### config.mk
export PLATFORM = sky130hd
export DESIGN_NAME = dp_read_ctrl_flat
export DESIGN_NICKNAME = d
export VERILOG_FILES = /design/src/rtl/dp_read_ctrl_if.sv /design/src/rtl/dp_read_ctrl.sv /design/src/flat_wrapper.sv
export SDC_FILE = /design/constraint.sdc
export NUM_CORES = 1
export LEC_CHECK = 0
export ABC_AREA = 1
export BUFFER_PORTS_ARGS = -buffer_cell sky130_fd_sc_hd__buf_2
export CAP_MARGIN = 10
export CORE_MARGIN = 5
export CORE_UTILIZATION = 44
export CTS_CLUSTER_DIAMETER = 30
export DETAILED_ROUTE_END_ITERATION = 16
export PLACE_DENSITY_LB_ADDON = 0.12
export SKIP_CTS_REPAIR_TIMING = 1
export SYNTH_ARGS = -nofsm -noshare
export SYNTH_HDL_FRONTEND = slang
export SYNTH_SLANG_ARGS = --single-unit
### constraint.sdc
create_clock -name clk -period 1.85 [get_ports clk]
set_input_delay 0.0925 -clock clk [delete_from_list [all_inputs] [get_ports clk]]
set_output_delay 0.0925 -clock clk [all_outputs]
set_load 0.05 [all_outputs]
### src/rtl/dp_read_ctrl_if.sv
// dp_read_ctrl_if: buffer port-B / write-commit / output-stream bundle for dp_read_ctrl
//   wr_push      writer committed one word this cycle
//   rd_en        read strobe to buffer port B
//   rd_addr      read address to buffer port B
//   rd_data      buffer read data, one cycle after rd_en
//   out_data     stream data
//   out_valid    stream data valid
//   out_ready    downstream accepts on out_valid && out_ready
//   count        committed words not yet fetched
//   empty        count == 0
//   overflow_err sticky push-while-full flag
interface dp_read_ctrl_if #(
    parameter int DATA_W = 8,
    parameter int ADDR_W = 4
);
    logic              wr_push;
    logic              rd_en;
    logic [ADDR_W-1:0] rd_addr;
    logic [DATA_W-1:0] rd_data;
    logic [DATA_W-1:0] out_data;
    logic              out_valid;
    logic              out_ready;
    logic [ADDR_W:0]   count;
    logic              empty;
    logic              overflow_err;
    modport master (
        input  wr_push, rd_data, out_ready,
        output rd_en, rd_addr, out_data, out_valid, count, empty, overflow_err
    );
    modport slave (
        output wr_push, rd_data, out_ready,
        input  rd_en, rd_addr, out_data, out_valid, count, empty, overflow_err
    );
endinterface

### src/rtl/dp_read_ctrl.sv
// dp_read_ctrl: self-timed drain engine for the read port of the dual-port word buffer
//   clk  rising-edge clock
//   rst  asynchronous active-low reset
//   bus  dp_read_ctrl_if master: push commits in, buffer read port out, valid/ready stream out
module dp_read_ctrl #(
    parameter int DATA_W = 8,
    parameter int ADDR_W = 4
) (
    input logic           clk,
    input logic           rst,
    dp_read_ctrl_if.master bus
);
    localparam int DEPTH = 2 ** ADDR_W;
    localparam logic [ADDR_W:0] FULL = (ADDR_W + 1)'(DEPTH);
    localparam logic [ADDR_W:0] ONE = (ADDR_W + 1)'(1);
    localparam logic [1:0] IDLE  = 2'd0;
    localparam logic [1:0] WAIT  = 2'd1;
    localparam logic [1:0] VALID = 2'd2;
    logic [1:0]        state;
    logic [ADDR_W-1:0] rd_ptr;
    logic [ADDR_W:0]   cnt;
    logic [DATA_W-1:0] data_q;
    logic              ovf;
    logic              rd_en;
    logic              push_ok;
    always_comb begin
        rd_en   = cnt != '0 && (state == IDLE || (state == VALID && bus.out_ready));
        // a push while full is still legal when a fetch frees a slot in the same cycle
        push_ok = bus.wr_push && (cnt != FULL || rd_en);
    end
    always_ff @(posedge clk or negedge rst) begin
        if (!rst) begin
            state  <= IDLE;
            rd_ptr <= '0;
            cnt    <= '0;
            data_q <= '0;
            ovf    <= 1'b0;
        end else begin
            rd_ptr <= rd_ptr + ADDR_W'(rd_en);
            if (push_ok != rd_en)
                cnt <= push_ok ? cnt + ONE : cnt - ONE;
            if (bus.wr_push && !push_ok)
                ovf <= 1'b1;
            state <= rd_en ? WAIT :
                     state == WAIT ? VALID :
                     (state == VALID && bus.out_ready) ? IDLE : state;
            if (state == WAIT)
                data_q <= bus.rd_data;
        end
    end
    assign bus.rd_en        = rd_en;
    assign bus.rd_addr      = rd_ptr;
    assign bus.out_data     = data_q;
    assign bus.out_valid    = state == VALID;
    assign bus.count        = cnt;
    assign bus.empty        = cnt == '0;
    assign bus.overflow_err = ovf;
endmodule

### src/flat_wrapper.sv
// flat-port wrapper written by rule: the top's interface ports become plain ports
module dp_read_ctrl_flat 
#(
    parameter int DATA_W = 8,
    parameter int ADDR_W = 4
)
  (clk, rst, bus_wr_push, bus_rd_data, bus_out_ready, bus_rd_en, bus_rd_addr, bus_out_data, bus_out_valid, bus_count, bus_empty, bus_overflow_err);
  dp_read_ctrl_if #(.DATA_W(DATA_W), .ADDR_W(ADDR_W)) bus_i ();
  input logic clk;
  input logic rst;
  input wire logic [$bits(bus_i.wr_push)-1:0] bus_wr_push;
  input wire logic [$bits(bus_i.rd_data)-1:0] bus_rd_data;
  input wire logic [$bits(bus_i.out_ready)-1:0] bus_out_ready;
  output wire logic [$bits(bus_i.rd_en)-1:0] bus_rd_en;
  output wire logic [$bits(bus_i.rd_addr)-1:0] bus_rd_addr;
  output wire logic [$bits(bus_i.out_data)-1:0] bus_out_data;
  output wire logic [$bits(bus_i.out_valid)-1:0] bus_out_valid;
  output wire logic [$bits(bus_i.count)-1:0] bus_count;
  output wire logic [$bits(bus_i.empty)-1:0] bus_empty;
  output wire logic [$bits(bus_i.overflow_err)-1:0] bus_overflow_err;
  assign bus_i.wr_push = bus_wr_push;
  assign bus_i.rd_data = bus_rd_data;
  assign bus_i.out_ready = bus_out_ready;
  assign bus_rd_en = bus_i.rd_en;
  assign bus_rd_addr = bus_i.rd_addr;
  assign bus_out_data = bus_i.out_data;
  assign bus_out_valid = bus_i.out_valid;
  assign bus_count = bus_i.count;
  assign bus_empty = bus_i.empty;
  assign bus_overflow_err = bus_i.overflow_err;
  dp_read_ctrl #(.DATA_W(DATA_W), .ADDR_W(ADDR_W)) u_core (.clk(clk), .rst(rst), .bus(bus_i));
endmodule
# Word level (Yosys, flattened, before mapping)
# Cells that the tools add are included.
# totals
ff_bits	20
wordCells	27
output_inout_bits	21
in_bits	12
# classes
reduce_logical	11
muxes	4
add_sub_neg	3
eq_ne	4
# op_table
op	n
2-bit two-way mux	3
5-bit by 1-bit adder with 5-bit output (second input constant)	1
5-bit zero test	1
5-bit two-way mux	1
5-bit inequality test (second input constant)	1
5-bit nonzero test	1
5-bit by 1-bit subtractor with 5-bit output (second input constant)	1
4-bit by 1-bit adder with 4-bit output	1
1-bit logical AND	4
3-bit nonzero test	1
2-bit by 1-bit equality test with 1-bit output (second input constant)	1
2-bit equality test (second input constant)	1
2-bit zero test	1
1-bit logical OR	2
1-bit zero test	1
1-bit inequality test	1

# Longest topological paths before layout
# logic_depth
ltp_word	8
mapped_depth	18
mapped_depth_nobuf	18

# Least setup slack after synthesis
# No wires, ideal clock.
# synth_timing
path_kind	reg-to-reg
from	register u_core.cnt[1], in the netlist u_core.bus.count[1]
to	register u_core.cnt[4], in the netlist u_core.bus.count[4]
synth_period_minus_slack_ps	2309
slack_ps	-459
n_path_buf	0
path_stages_with_launch	17
arrival_ps	2196
required_time_ps	1737
setup_time_ps	113
path_cell_list	dfrtp_1 -> nor2_1 -> nand3_1 -> inv_1 -> nand2_2 -> inv_1 -> nor2_1 -> inv_1 -> ha_1 -> nand2_1 -> nand2_1 -> nor2_2 -> nand3_1 -> nand2_1 -> nand3_1 -> nand2_1 -> inv_1
# synth_via
elab_chain_len	5
elab_cells_between_ends	9
cone_classes	add/sub (2); eq/ne (2); mux (1); reduce/logical (4)
# synth_lines
element	line_no	text
start, declared	dp_read_ctrl.sv:21	logic [ADDR_W:0] cnt;
start signal, assigned	dp_read_ctrl.sv:41	cnt <= push_ok ? cnt + ONE : cnt - ONE;
parallel branches: the longest is 5 deep, another holds 5-bit by 1-bit subtractor with 5-bit output	--	
# Parallel ways; which one is timed is not known.
# A chain may end at the register's enable or synchronous reset.

# Worst setup path after layout
# layout_timing
from	register u_core.state[1]
to	register u_core.cnt[4], in the netlist u_core.bus.count[4]
# layout_via
elab_chain_len	7
elab_cells_between_ends	9
cone_classes	eq/ne (2); mux (1); reduce/logical (6)
# layout_lines
element	line_no	text
start, declared	dp_read_ctrl.sv:19	logic [1:0] state;
start signal, assigned	dp_read_ctrl.sv:44	state <= rd_en ? WAIT :
2-bit equality test	dp_read_ctrl.sv:27	rd_en = cnt != '0 && (state == IDLE || (state == VALID && bus.out_ready));
1-bit logical AND	dp_read_ctrl.sv:27	
1-bit logical OR (*)	dp_read_ctrl.sv:27	
1-bit logical AND (*)	dp_read_ctrl.sv:27	
1-bit logical OR	dp_read_ctrl.sv:29	push_ok = bus.wr_push && (cnt != FULL || rd_en);
1-bit logical AND	dp_read_ctrl.sv:29	
5-bit two-way mux or 1-bit inequality test (tied branches)	dp_read_ctrl.sv:41, dp_read_ctrl.sv:40	
# Every way passes the cells marked *; elsewhere a longest branch is shown, timed or not.

==> impl_metrics.yaml <==
synth:
  synthAdderAreaFrac_pct: 9.44
  synth_area_sq_um: 1010
  ys_seq_area_share_pct: 49.7
  synth-seq-cells: 20
  synth_edf_count: 0
  synth_xor_area_share_pct: 4.35
  synth_top_family_by_area: "simple AND/OR/NAND/NOR gates"
  synth_cells: 93
  ys_types: 20
  synth-simple-area-share_pct: 20.5
  yosysWarnings: 0
  synth_area_per_cell_sq_um: 10.8
  synth_nets: 112
  synth.area.mux_share_pct: 8.94
  synth_compound_area_share_pct: 2.24
  synthFlopType: "dfrtp_1"
  async_flop_share_pct: 100
finish:
  fill_cells: 178
  antenna_cells: 0
  nets: 171
  multiInputGateArea_sq_um: 519
  seqCellArea_sq_um: 507
  synthToLayoutAreaGrowth_pct: 49.9
  final_cells: 179
  drive_above_1_share_pct: 55.6
sta:
  slew_viol_final: 0
  hold_violations: 0
  period_minus_slack_ns: 1.85
  max_slew_margin_pct: 70.2
  rsz0062_at_grt: "true"
  setup_slack_ns: -0.00353
  finClkSkew_ns: 0.000781
  fin_crit_sh_pct: 100
  fmax_ghz: 0.540
  setup_violations: 1
  tightest_slew_ns: 0.446
placed_design:
  io_buffers: 32
  post-dp-hpwl_um: 1540
  gp_congestion: 0.792
  dp.cells: 164
worst_setup_path:
  startpoint_type: "flip-flop"
  crit_required_ns: 2.06
  endpoint_kind: "flip-flop"
  path_max_fanout: 4
  rrSetupSlack_ns: -0.004
  crit_arrival_ns: 2.06
  crit_type: "reg -> reg"
global_route:
  grt_usage_pct: 13.3
  grt_start_max_net_pins: 21
  grt_pass1_vias: 821
  antenna_found_initial: 0
  grt_pass1_wl_um: 3480
  grt_overflow: 0
run_status:
  violations: "negative setup slack"
  run_status: "complete, but fails checks"
drt:
  dr_total_vias: 799
  drcViolationCount: 0
  routed_via_density: 4.46
  wl_um: 2030
  dr.pass1.iters: 4
  wl_per_cell_um: 11.4
  drt_iter0_drc: 12
  postRouteAntennaNets: 0
die:
  die_x_um: 57.8
  die-area_sq_um: 3350
  rows: 17
  fp.dieH_um: 57.8
  design.core.area_sq_um: 2190
  top_level_ports: 33
  initial_utilization_pct: 46.0
flow_run:
  drv_cap: 0
clocking:
  clkTransAtPathRegs_ns: 0.12
  cts-root-buf: "clkbuf_4"
  insertion_delay_ns: 0.30
  cts_inserted_buffers: 3
  clockBufferDepth: 2
  clock_sinks: 20
  cts_tree: "built"
  cts_max_level: 1
worst_hold_path:
  hold_path_class: "in -> reg"
worst paths after layout:
| check | to | startpoint | cells after the start |
|---|---|---|---|
| worst max-delay path | u_core.bus.count[4]$_DFFE_PN0P_ | u_core.state[1]$_DFFE_PN0P_ | 17 |
| worst min register to register | u_core.bus.rd_addr[3]$_DFF_PN0_ | u_core.bus.rd_addr[3]$_DFF_PN0_ | 1 |
| worst min-delay path | u_core.bus.out_data[4]$_DFFE_PN0P_ | bus_rd_data[4] | 2 |
| min in group asynchronous | u_core.bus.out_data[7]$_DFFE_PN0P_ | rst | 2 |
| max in group asynchronous | u_core.bus.count[0]$_DFFE_PN0P_ | rst | 2 |
| worst max register to register | u_core.bus.count[4]$_DFFE_PN0P_ | u_core.state[1]$_DFFE_PN0P_ | 17 |
kinds of logic (layout without fill, tap and decap cells):
logic type      after synthesis  count (layout)
flops                        20              20
xor+xnor                      5               5
buf+inv                      13              71
fa+ha+maj                     7               7
mux                           8               8
compound gates                4               4
simple gates                 36              36
flip-flops by register name, summed over array words and instances (netlist names):
name,cells
u_core.state,2
u_core.bus.out_data,8
u_core.bus.count,5
u_core.bus.overflow_err,1
u_core.bus.rd_addr,4
cell type report:
class | count | area share, %
Clock buffer | 3 | 1.49
Sequential cell | 20 | 33.6
Inverter | 13 | 3.40
Multi-Input combinational cell | 60 | 34.4
Timing Repair Buffer | 54 | 22.9
Tap cell | 28 | 2.32
Clock inverter | 1 | 1.99
synth_stat cells, types with 2 or more instances:
cell      n  area, sq um
dfrtp_1  20          500
nand2_1  12         45.0
inv_1    11         41.3
nand3_1   7         35.0
ha_1      6         75.1
nor2_1    6         22.5
mux2_1    5         56.3
xor2_1    4         35.0
a21oi_1   3         15.0
mux2_2    3         33.8
nand2_4   3         33.8
nor2_2    3         18.8
inv_2     2         7.51
nand2_2   2         12.5
layer usage:
| layer | vias up | track usage (%) | share of wire [%] | routed length [um] |
|---|---|---|---|---|
| li1 | 415 | - | - | - |
| met1 | 368 | 17.1 | 45 | 921 |
| met2 | 14 | 21.3 | 50 | 1010 |
| met3 | 2 | 3.12 | 4.3 | 87 |
| met4 | 0 | 5.63 | 0.59 | 12 |
| met5 | - | 0 | 0 | 0 |
cell usage in the layout, fill, tap and decap left out, drive strengths merged:
cell type,instances
mux2,8
xnor2,1
a21oi,3
nand3,9
fa,1
dfrtp,20
nor2,10
bufinv,1
dlygate4sd3,8
xor2,4
buf,46
inv,13
ha,6
o21bai,1
clkbuf,3
nand2,17
worst max-delay path: stages (launching register included):
cell,delay (ns)
dfrtp_1,0.41
inv_2,0.07
nor2_2,0.04
nor2_4,0.11
inv_2,0.05
nand2_2,0.06
inv_2,0.04
nor2_4,0.12
inv_4,0.07
ha_4,0.22
nand2_1,0.06
nand2_1,0.06
nor2_2,0.12
nand3_1,0.08
nand2_1,0.08
nand3_1,0.06
nand2_1,0.06
inv_1,0.03
through the flow:
| stage | hold slack (ns) | util, % | setup WS [ns] | cell area [sq um] | TNS [ns] |
|---|---|---|---|---|---|
| after global routing | 0.0106 | 68.9 | -0.174 | 1510 | -0.304 |
| final | 0.0322 | 68.9 | -0.00353 | 1510 | -0.00353 |
| after floorplan | -0.203 | - | -0.104 | 1070 | -0.195 |
| after global placement | 0.0596 | 61.3 | -0.0330 | 1340 | -0.0330 |
| after CTS | -0.274 | 63.7 | -0.0695 | 1400 | -0.0705 |
| after detailed placement | 0.0686 | 61.3 | -0.0544 | 1340 | -0.0544 |
Power is not shown: default switching activity piles up to over one toggle a cycle in this logic, so the estimate is an artifact.
